==> config.mk <==
export PLATFORM = sky130hd
export DESIGN_NAME = fp_add_ctrl
export DESIGN_NICKNAME = d
export VERILOG_FILES = /design/src/rtl/fp_add_ctrl.sv
export SDC_FILE = /design/constraint.sdc
export NUM_CORES = 1
export LEC_CHECK = 0
export BUFFER_PORTS_ARGS = -buffer_cell sky130_fd_sc_hd__buf_2
export CAP_MARGIN = 10
export CORE_ASPECT_RATIO = 1.5
export CORE_MARGIN = 2
export CORE_UTILIZATION = 45
export CTS_BUF_LIST = sky130_fd_sc_hd__clkbuf_4
export CTS_CLUSTER_DIAMETER = 80
export DETAILED_ROUTE_END_ITERATION = 16
export PLACE_DENSITY = 0.84
export SLEW_MARGIN = 40
export SYNTH_ARGS = -nofsm -noshare
export SYNTH_HDL_FRONTEND = slang
export SYNTH_SLANG_ARGS = --single-unit
==> constraint.sdc <==
create_clock -name clk -period 2.4 [get_ports clk]
set_input_delay 0.48 -clock clk [delete_from_list [all_inputs] [get_ports clk]]
set_output_delay 0.48 -clock clk [all_outputs]
set_load 0.1 [all_outputs]
==> src/rtl/fp_add_ctrl.sv <==
// fp_add_ctrl: multi-cycle sequencer for the shared FP adder.
// Holds operands for EXEC_CYCLES, captures, writes back, keeps fflags.
module fp_add_ctrl #(
  parameter int unsigned EXEC_CYCLES = 2
) (
  input  logic        clk,
  input  logic        rst_n,
  input  logic        start,
  input  logic        op_sub,
  input  logic [31:0] rs1_val,
  input  logic [31:0] rs2_val,
  input  logic [4:0]  rd_addr,
  input  logic        flush,
  input  logic        fflags_clr,
  output logic        busy,
  output logic        done,
  output logic        rd_we,
  output logic [4:0]  rd_waddr,
  output logic [31:0] rd_wdata,
  output logic [31:0] add_a,
  output logic [31:0] add_b,
  input  logic [31:0] add_result,
  input  logic        add_overflow,
  input  logic        add_underflow,
  output logic [1:0]  fflags
);

  localparam logic [1:0] S_IDLE = 2'd0;
  localparam logic [1:0] S_EXEC = 2'd1;
  localparam logic [1:0] S_WB   = 2'd2;

  localparam logic [3:0] CNT_INIT = 4'(EXEC_CYCLES - 1);

  logic [1:0] state;
  logic [1:0] state_nxt;
  logic [3:0] cnt;
  logic       accept;
  logic       capture;

  assign accept  = (state == S_IDLE) && start && !flush;
  assign capture = (state == S_EXEC) && (cnt == 4'd0) && !flush;

  // Next-state selection; flush always drops back to IDLE
  always_comb begin
    state_nxt = state;
    unique case (1'b1)
      state == S_IDLE: if (accept) state_nxt = S_EXEC;
      state == S_EXEC: begin
        if (flush)
          state_nxt = S_IDLE;
        else if (cnt == 4'd0)
          state_nxt = S_WB;
      end
      state == S_WB: state_nxt = S_IDLE;
      default: state_nxt = S_IDLE;
    endcase
  end

  // State plus flopped decodes so busy/done/rd_we come straight off flops
  always_ff @(posedge clk or negedge rst_n) begin
    if (!rst_n) begin
      state <= S_IDLE;
      busy  <= 1'b0;
      done  <= 1'b0;
      rd_we <= 1'b0;
    end else begin
      state <= state_nxt;
      busy  <= (state_nxt != S_IDLE);
      done  <= (state_nxt == S_WB);
      rd_we <= (state_nxt == S_WB);
    end
  end

  // Operand/destination latch on issue and multicycle hold counter
  always_ff @(posedge clk or negedge rst_n) begin
    if (!rst_n) begin
      add_a    <= '0;
      add_b    <= '0;
      rd_waddr <= '0;
      cnt      <= '0;
    end else if (accept) begin
      add_a    <= rs1_val;
      add_b    <= {rs2_val[31] ^ op_sub, rs2_val[30:0]};
      rd_waddr <= rd_addr;
      cnt      <= CNT_INIT;
    end else if (state == S_EXEC && cnt != 4'd0) begin
      cnt <= cnt - 4'd1;
    end
  end

  // Result capture at the end of the hold window
  always_ff @(posedge clk or negedge rst_n) begin
    if (!rst_n)
      rd_wdata <= '0;
    else if (capture)
      rd_wdata <= add_result;
  end

  // Sticky flags; a clear coinciding with capture keeps only new flags
  always_ff @(posedge clk or negedge rst_n) begin
    if (!rst_n)
      fflags <= '0;
    else if (capture)
      fflags <= (fflags_clr ? 2'b00 : fflags)
              | {add_overflow, add_underflow};
    else if (fflags_clr)
      fflags <= '0;
  end

endmodule

# After elaboration in Yosys (flattened, before gate mapping)
# Index checks and enable logic that the tools add are counted.
# classes
n_addsub	1
n_eq_ne	2
n_mux	8
bitwise_logic	2
n_reduce_logical	11
# ops
cell	count
2-bit 2-to-1 mux	5
4-bit 2-to-1 mux	2
1-bit logical AND	5
4-bit zero test	1
2-bit one-hot mux with 2 select lines	1
2-bit nonzero test	2
4-bit nonzero test	1
4-bit by 1-bit subtractor with 4-bit output, second input constant	1
2-bit by 1-bit == test with 1-bit output, second input constant	1
2-bit == test, second input constant	1
2-bit zero test	1
2-bit OR	1
1-bit zero test	1
1-bit XOR	1
# word_totals
reg_bits	111
in_bits	109
output_inout_bits	106
wordCells	33

# Longest topological paths before layout
# Gate-level depths: netlist of run 1.
# logic_depth
word_depth	6
mapped_depth	7
depth_no_buf	5

# Worst setup path before layout of run 1
# Ideal clock, no wire load.
# synth_path
path_type	flip-flop to output port
from	register rd_we
to	output rd_we
arrival_time_ns	1.324
required_time_ns	1.920
path_slack_ns	0.596
stages_incl_launch_ff	2
path_cell_list	dfrtp_1 buf_4
# synth_rtl
element	line_no	rtl
from (decl)	17	output logic rd_we,
from (signal assigned)	70	rd_we <= (state_nxt == S_WB);
# No word-level cell between the ends.

# Final worst setup path of run 1
# layout_path
from	register cnt[0]
to	register rd_wdata[0]
# layout_between
elab_chain_cells	3
# layout_rtl
element	line_no	rtl
from (decl)	36	logic [3:0] cnt;
from (signal assigned)	87	cnt <= cnt - 4'd1;
4-bit zero test	41	assign capture = (state == S_EXEC) && (cnt == 4'd0) && !flush;
1-bit logical AND (2 in a row)	41	
to (signal assigned)	96	rd_wdata <= add_result;
to (decl)	19	output logic [31:0] rd_wdata,
# Every way passes these cells.
# A chain may end at the register's enable or synchronous reset.

==> results of run 1 <==
## critical path, stage by stage (launching register included)
cell	delay [ns]
dfrtp_1	0.42
inv_1	0.11
ha_1	0.17
nor3b_1	0.26
and3_2	0.45
buf_12	0.20
mux2_2	0.34
## routing by layer
layer | track usage | share of wire | wire length [um]
met5 | 0 | 0 | 0
met4 | 0.09617 | 0.024 | 242
met3 | 0.03432 | 0.046 | 462
met2 | 0.3270 | 0.53 | 5233
met1 | 0.2375 | 0.40 | 4010
## Yosys cell counts
| cell type | n | share of area |
|---|---|---|
| nand2_1 | 207 | 0.18 |
| dfrtp_1 | 111 | 0.63 |
| mux2_4 | 27 | 0.092 |
| buf_6 | 11 | 0.028 |
| clkbuf_1 | 5 | 0.0043 |
| inv_1 | 5 | 0.0043 |
| mux2_2 | 5 | 0.013 |
| buf_4 | 3 | 0.0051 |
| mux2i_1 | 3 | 0.0068 |
| a22o_1 | 2 | 0.0040 |
| and3_1 | 2 | 0.0028 |
| ha_1 | 2 | 0.0057 |
| nor2_1 | 2 | 0.0017 |
| a211o_1 | 1 | 0.0020 |
| buf_2 | 1 | 0.0011 |
| nand2b_1 | 1 | 0.0014 |
| nand4_1 | 1 | 0.0014 |
| nor2b_1 | 1 | 0.0014 |
| nor3b_1 | 1 | 0.0017 |
| nor4b_4 | 1 | 0.0054 |
| o21a_1 | 1 | 0.0017 |
| o21ai_0 | 1 | 0.0011 |
| o21ai_1 | 1 | 0.0011 |
| o31ai_1 | 1 | 0.0017 |
| or2_2 | 1 | 0.0014 |
| or4b_1 | 1 | 0.0023 |
| xnor2_1 | 1 | 0.0020 |
## registers in the layout (all words and copies together) (netlist names)
name      flops
state         2
fflags        2
cnt           4
rd_we         1
rd_waddr      5
busy          1
add_a        32
rd_wdata     32
add_b        32
## cell type report
| type | count | area (um2) | area share |
|---|---|---|---|
| multi-input combinational | 263 | 1441 | 0.2527 |
| tap | 115 | 143.9 | 0.02523 |
| inverter | 5 | 18.77 | 0.003291 |
| antenna | 1 | 2.502 | 0.0004388 |
| sequential | 111 | 2778 | 0.4871 |
| timing repair buffer | 223 | 1181 | 0.2071 |
| clock buffer | 9 | 67.56 | 0.01185 |
| clock inverter | 7 | 70.07 | 0.01229 |
## worst paths after layout
path                                 start     endpoint  slack (ns)  cells past startpoint
worst max register to register      cnt[0]  rd_wdata[0]        0.37                      6
min in group asynchronous            rst_n  rd_wdata[3]        0.44                      2
worst min-delay path            rs2_val[4]     add_b[4]        0.20                      3
worst max-delay path                cnt[0]  rd_wdata[0]        0.37                      6
worst min register to register    add_b[0]     add_b[0]        0.49                      2
max in group asynchronous            rst_n     add_b[0]        1.32                      3
## stage by stage
stage               setup slack [ns]    util  std cells
finish                        0.3714  0.5919        734
global route                  0.2353  0.5919        734
CTS                           0.3447  0.5917        733
detailed placement            0.3430  0.5764        716
global placement              0.4080  0.5764        716
floorplan                     0.5960       -        399
## layout by cell type (no fill, tap or decap)
cell type      synthesis  final
or4b_2                 0      1
buf_12                 0      3
clkinv_1               0      1
bufinv_16              0      1
mux2_4                27     27
o21ai_0                1      1
nand2b_1               1      1
clkbuf_4               0      9
nand2_1              207    207
buf_2                  1    213
a211o_1                1      1
inv_6                  0      3
o21ai_1                1      1
diode_2                0      1
dlygate4sd3_1          0      1
ha_1                   2      2
clkinv_2               0      2
and3_1                 2      1
dfrtp_1              111    111
mux2_2                 5      5
and3_2                 0      1
nor2_1                 2      2
nor3b_1                1      1
xnor2_1                1      1
or2_2                  1      1
nor2b_1                1      1
buf_4                  3      6
o21a_1                 1      1
a22o_1                 2      2
nor4b_4                1      1
inv_1                  5      5
o31ai_1                1      1
nand4_1                1      1
mux2i_1                3      3
## cell families after synthesis
| logic type | share of synthesized area |
|---|---|
| simple gates | 0.1959 |
| mux | 0.1116 |
| flops | 0.6303 |
| compound gates | 0.01164 |
| fa+ha+maj | 0.005678 |
| buf+inv | 0.04287 |
| xor+xnor | 0.001988 |
==> out/results.tsv, run 1 <==
stage	metric	value	unit
outcome	outcome	finished, final reports clean	
cts	cts_tree	yes	
critical_path	worstPathRequired	2.76	ns
detailed_routing	drc	0	
cts	cts-root-buf	clkbuf_4	
synth	synth_fp_nets	510	
grt	grt_usage	0.1939	
timing	tightest_slew	0.7164	ns
critical_path	cp_max_fo	14	
timing	setup_viol	0	
timing	fmax	493.0	MHz
timing	fin_crit	2.029	ns
detailed_routing	vias_per_cell	4.699	
timing	fin_setup_tns	0	ns
cts	cts_hold_buf	1	
synth	yosysWarnings	0	
finish	area.growth.synth_to_final	29.42	%
detailed_routing	vias	3449	
grt	grt_max_degree	74	
cts	cts_made_buffers	9	
timing	finalClockSkew	0.02496	ns
finish	fin_area	5703	um2
floorplan	std_cell_rows	44	
cts	ctsResizeCount	0	
detailed_routing	finalWirelength	9.948	mm
cts	clock_latency	0.46	ns
critical_path	arrival	2.39	ns
synth	ys_types	27	
grt	grt-ovfl-total	0	
cts	clk_path_buf_depth	2	
floorplan	core	9634	um2
timing	hold_ws	0.2022	ns
grt	grt_pass1_vias	3540	
cts	clk_pin_slew	0.16	ns
flow_run	maxCapViolCount	0	
synth	synth_area_per_cell	11.04	um2
timing	drv_slew	0	
timing	finalHoldViolCount	0	
detailed_routing	dr.first_iter.drc_count	132	
cts	post-cts-setup-buffers	0	
placement	post-dp-hpwl	7.443	mm
cts	cts.sinks	111	
critical_path	critPathLaunchType	flip-flop	
detailed_routing	postRouteAntennaNets	0	
timing	rsz0062_at_grt	false	
cts	htreeDepth	3	
floorplan	boundaryPins	215	
finish	drive_above_1_share	0.4417	
grt	grt_pass1_wl	16.60	mm
floorplan	start_util	0.4574	
min_path	hp-class	primary input to flip-flop	
grt	antenna_found_initial	1	
floorplan	die_area	10620	um2
detailed_routing	post_drt_wl_per_cell	13.55	um
finish	nFillCells	794	
floorplan	fp.dieW	84.80	um
placement	gp_congestion	0.8440	
detailed_routing	dr.pass1.iters	4	
critical_path	worstSetupEndpointType	flip-flop	
floorplan	fp.dieH	125.2	um
critical_path	crit_type	flip-flop to flip-flop	
finish	layout.nets	724	
timing	relSlewSlack	0.5224	
synth	ys_seq_area_frac	0.6303	
synth	netlist_area	4407	um2
synth	synth_seq_cells	111	
placement	portBuffers	214	
placement	placed_area	5553	um2
timing	fin_crit_sh	0.8452	
synth	netlist_instances	399	
Power of run 1 is not shown: default switching activity piles up to over one toggle a cycle in this logic, so the estimate is an artifact.
==> inputs of run 2 (changes only) <==
CORE_UTILIZATION = 43   (was 45)
clock period = 1.81 ns   (was 2.4 ns; I/O delays follow)
==> run 2 against run 1 <==
Compared with the run above: highest routed layer unchanged; wire length is 1.3% lower; register-to-register slack worse by 0.30 ns; non-clock buffer count grew 2; largest cell class unchanged; critical endpoint is now rd_wdata[1]; core utilization fell by 2.3 points; via count grew 0.64%; die area up 4.5%.
==> out/results.tsv, run 2 (synthesis gave the netlist of run 1 again) <==
stage	metric	value	unit
detailed_routing	drc	0	
floorplan	std_cell_rows	45	
finish	finalCoreUtilization	0.5686	
grt	antenna_found_initial	0	
floorplan	core	10080	um2
flow_run	maxCapViolCount	0	
finish	regArea	2778	um2
critical_path	critPathLaunchType	flip-flop	
finish	diodes	0	
finish	drive_above_1_share	0.4435	
min_path	hp-class	primary input to flip-flop	
timing	fin_crit	1.740	ns
grt	grt_max_degree	112	
cts	cts-root-buf	clkbuf_4	
critical_path	crit_type	flip-flop to flip-flop	
detailed_routing	dr.pass1.iters	4	
timing	setup_slack	0.07040	ns
timing	finalClockSkew	0.02338	ns
timing	fmax	574.8	MHz
detailed_routing	vias_per_cell	4.710	
grt	grt_usage	0.1739	
finish	layout.nets	726	
timing	fin_crit_sh	0.9611	
critical_path	worstPathRequired	2.14	ns
timing	drv_slew	0	
timing	relSlewSlack	0.6021	
timing	rsz0062_at_grt	true	
placement	place_ws	-0.03529	ns
finish	stdcell_count	737	
timing	setup_viol	0	
detailed_routing	postRouteAntennaNets	0	
finish	area.growth.synth_to_final	30.04	%
cts	cts_tree	yes	
detailed_routing	dr.first_iter.drc_count	157	
timing	tightest_slew	0.5969	ns
finish	final_common_cell	buf_2	
placement	gp_congestion	0.7863	
detailed_routing	finalWirelength	9.816	mm
grt	grt_pass1_wl	15.26	mm
cts	cts_made_buffers	9	
grt	grt_pass1_vias	3404	
floorplan	fp.dieH	128.0	um
timing	finalHoldViolCount	0	
floorplan	start_util	0.4372	
finish	reg_top3	add_a (32), add_b (32), rd_wdata (32)	
detailed_routing	post_drt_wl_per_cell	13.32	um
detailed_routing	vias	3471	
floorplan	die_area	11090	um2
grt	grt-ovfl-total	0	
placement	dp_cells	720	
finish	nFillCells	851	
finish	final_cell_mix	buf_2, nand2_1, dfrtp_1, mux2_4, clkbuf_4	
cts	clk_path_buf_depth	2	
cts	clk_pin_slew	0.16	ns
critical_path	cp_max_fo	20	
critical_path	arrival	2.07	ns
timing	fin_setup_tns	0	ns
cts	clock_latency	0.44	ns
floorplan	boundaryPins	215	
outcome	outcome	finished, final reports clean	
finish	multi_input_area	1450	um2
placement	post-dp-hpwl	7.336	mm
critical_path	worstSetupEndpointType	flip-flop	
floorplan	fp.dieW	86.66	um
cts	htreeDepth	3	
placement	portBuffers	214	
cts	cts.sinks	111	
-- run 2: worst paths after layout --
path                                 to  cells past startpoint         from  slack (ns)
min in group asynchronous  rd_wdata[12]                      3        rst_n        0.48
max                         rd_wdata[1]                      6       cnt[0]        0.07
min                           add_b[17]                      3  rs2_val[17]         0.1
min reg2reg                   add_a[24]                      2    add_a[24]        0.48
max reg2reg                 rd_wdata[1]                      6       cnt[0]        0.07
max in group asynchronous     add_a[16]                      3        rst_n        0.83
-- run 2: what timing repair did --
item / 4_1_cts / 5_1_grt
hold buffers: 1 / 0
setup buffers: 0 / 0
setup endpoints to repair: 21 / 12
pin swaps: 0 / 0
gates resized for setup: 2 / 1
hold endpoints to repair: 87 / 0
-- run 2: cell type report --
class                   instances  share of cell area
clock buffers                  10             0.01310
repair buffers                225              0.2138
well taps                     117             0.02555
flip-flops and latches        111              0.4847
multi-input cells             263              0.2531
clock inverters                 6            0.006550
inverters                       5            0.003275
-- run 2: per-layer routing --
layer / global-route usage / share of wire / wire length [um]
met5: 0 / 0 / 0
met4: 0.07537 / 0.025 / 247
met3: 0.03928 / 0.063 / 619
met2: 0.3100 / 0.53 / 5162
met1: 0.1961 / 0.39 / 3787
-- run 2: stage by stage --
| step | area (um2) | hold slack (ns) |
|---|---|---|
| global placement | 5595 | 0.4516 |
| floorplan | 4407 | 0.06641 |
| global route | 5731 | 0.05323 |
| detailed placement | 5595 | 0.4570 |
| finish | 5731 | 0.09564 |
| CTS | 5727 | 0.05564 |
-- run 2: critical path, stage by stage, from the launching register on --
cell     delay [ns]
dfrtp_1        0.42
inv_1          0.08
ha_1           0.16
nor3b_2        0.20
and3_4         0.25
buf_12         0.18
mux2_2         0.35
Power of run 2 is left out for the same reason.
==> inputs of run 3 (changes only) <==
HOLD_SLACK_MARGIN = 0.1   (was not set)
==> run 3 against run 2 <==
Compared with the run above: core utilization up 6.4 points; clock-buffer cell count did not move; wire length up 19%.
==> out/results.tsv, run 3 (synthesis gave the netlist of run 1 again) <==
stage	metric	value	unit
floorplan	std_cell_rows	45	
cts	cts-root-buf	clkbuf_4	
critical_path	cp_max_fo	20	
min_path	hp-class	primary input to flip-flop	
grt	grt_pass1_vias	3852	
floorplan	core	10080	um2
critical_path	arrival	2.08	ns
finish	layout.nets	790	
cts	cts_made_buffers	9	
critical_path	worstPathRequired	2.14	ns
floorplan	boundaryPins	215	
finish	final_common_cell	buf_2	
detailed_routing	vias	3832	
detailed_routing	post_drt_wl_per_cell	14.54	um
finish	area.growth.synth_to_final	44.58	%
cts	clock_latency	0.44	ns
critical_path	crit_type	flip-flop to flip-flop	
timing	hold_ws	0.1295	ns
timing	setup_viol	0	
timing	setup_slack	0.06053	ns
cts	clk_path_buf_depth	2	
placement	place_ws	-0.03529	ns
placement	gp_congestion	0.7863	
cts	clk_pin_slew	0.15	ns
detailed_routing	vias_per_cell	4.784	
timing	relSlewSlack	0.6255	
floorplan	fp.dieH	128.0	um
cts	htreeDepth	3	
detailed_routing	postRouteAntennaNets	0	
detailed_routing	drc	0	
cts	cts.sinks	111	
grt	antenna_found_initial	0	
critical_path	worstSetupEndpointType	flip-flop	
flow_run	maxCapViolCount	0	
finish	nFillCells	737	
grt	grt_usage	0.2041	
timing	fin_setup_tns	0	ns
finish	final_cell_mix	buf_2, nand2_1, dfrtp_1, dlygate4sd3_1, mux2_4	
finish	finalCoreUtilization	0.6322	
grt	grt-ovfl-total	0	
timing	finalHoldViolCount	0	
detailed_routing	finalWirelength	11.65	mm
timing	finalClockSkew	0.01883	ns
floorplan	start_util	0.4372	
grt	grt_pass1_wl	17.71	mm
timing	fin_crit	1.749	ns
timing	tightest_slew	0.5618	ns
floorplan	die_area	11090	um2
timing	drv_slew	0	
floorplan	fp.dieW	86.66	um
cts	cts_tree	yes	
finish	diodes	0	
finish	drive_above_1_share	0.4020	
outcome	outcome	finished, final reports clean	
placement	portBuffers	214	
placement	post-dp-hpwl	7.336	mm
critical_path	critPathLaunchType	flip-flop	
detailed_routing	dr.first_iter.drc_count	174	
grt	grt_max_degree	112	
timing	fmax	571.6	MHz
cts	post-cts-setup-buffers	0	
finish	reg_top3	add_a (32), add_b (32), rd_wdata (32)	
detailed_routing	dr.pass1.iters	4	
timing	fin_crit_sh	0.9666	
timing	rsz0062_at_grt	true	
## run 3: cell types whose count changed in the layout (fill, tap and decap cells not counted)
cell | previous run | this run
dlygate4sd3_1 | 1 | 65
## run 3: what timing repair did
action | 4_1_cts | 5_1_grt
gates resized for setup | 2 | 1
setup endpoints to repair | 21 | 13
hold endpoints to repair | 168 | 7
hold buffers | 58 | 7
## run 3: area by class of cell
type	count	area (um2)	share of cell area
multi-input combinational	263	1450	0.2276
inverter	5	18.77	0.002946
timing repair buffer	289	1866	0.2928
clock buffer	10	75.07	0.01178
sequential	111	2778	0.4360
clock inverter	6	37.54	0.005892
tap	117	146.4	0.02298
## run 3: path summary, 6_finish.rpt
check | startpoint | endpoint | slack (ns) | depth (start not counted)
max | cnt[0] | rd_wdata[1] | 0.06 | 6
min reg2reg | add_a[24] | add_a[24] | 0.48 | 2
min | rs1_val[22] | add_a[22] | 0.13 | 3
max in group asynchronous | rst_n | add_b[21] | 0.87 | 3
min in group asynchronous | rst_n | rd_wdata[12] | 0.51 | 3
max reg2reg | cnt[0] | rd_wdata[1] | 0.06 | 6
## run 3: stage by stage
step | instance area [um2] | std cells
floorplan | 4407 | 399
global placement | 5595 | 720
detailed placement | 5595 | 720
CTS | 6297 | 794
global route | 6371 | 801
finish | 6371 | 801
## run 3: critical path: stages, from the launching register on
cell     delay (ns)
dfrtp_1        0.42
inv_1          0.08
ha_1           0.16
nor3b_2        0.20
and3_4         0.25
buf_12         0.19
mux2_2         0.35
## run 3: metal layers
| metal | part of all wire | wire length, um | GRT usage | up-vias |
|---|---|---|---|---|
| li1 | - | - | - | 1806 |
| met1 | 0.37 | 4287 | 0.2197 | 1816 |
| met2 | 0.53 | 6227 | 0.3701 | 174 |
| met3 | 0.063 | 734 | 0.04507 | 36 |
| met4 | 0.034 | 394 | 0.09926 | 0 |
| met5 | 0 | 0 | 0 | - |
Power of run 3 is left out for the same reason.
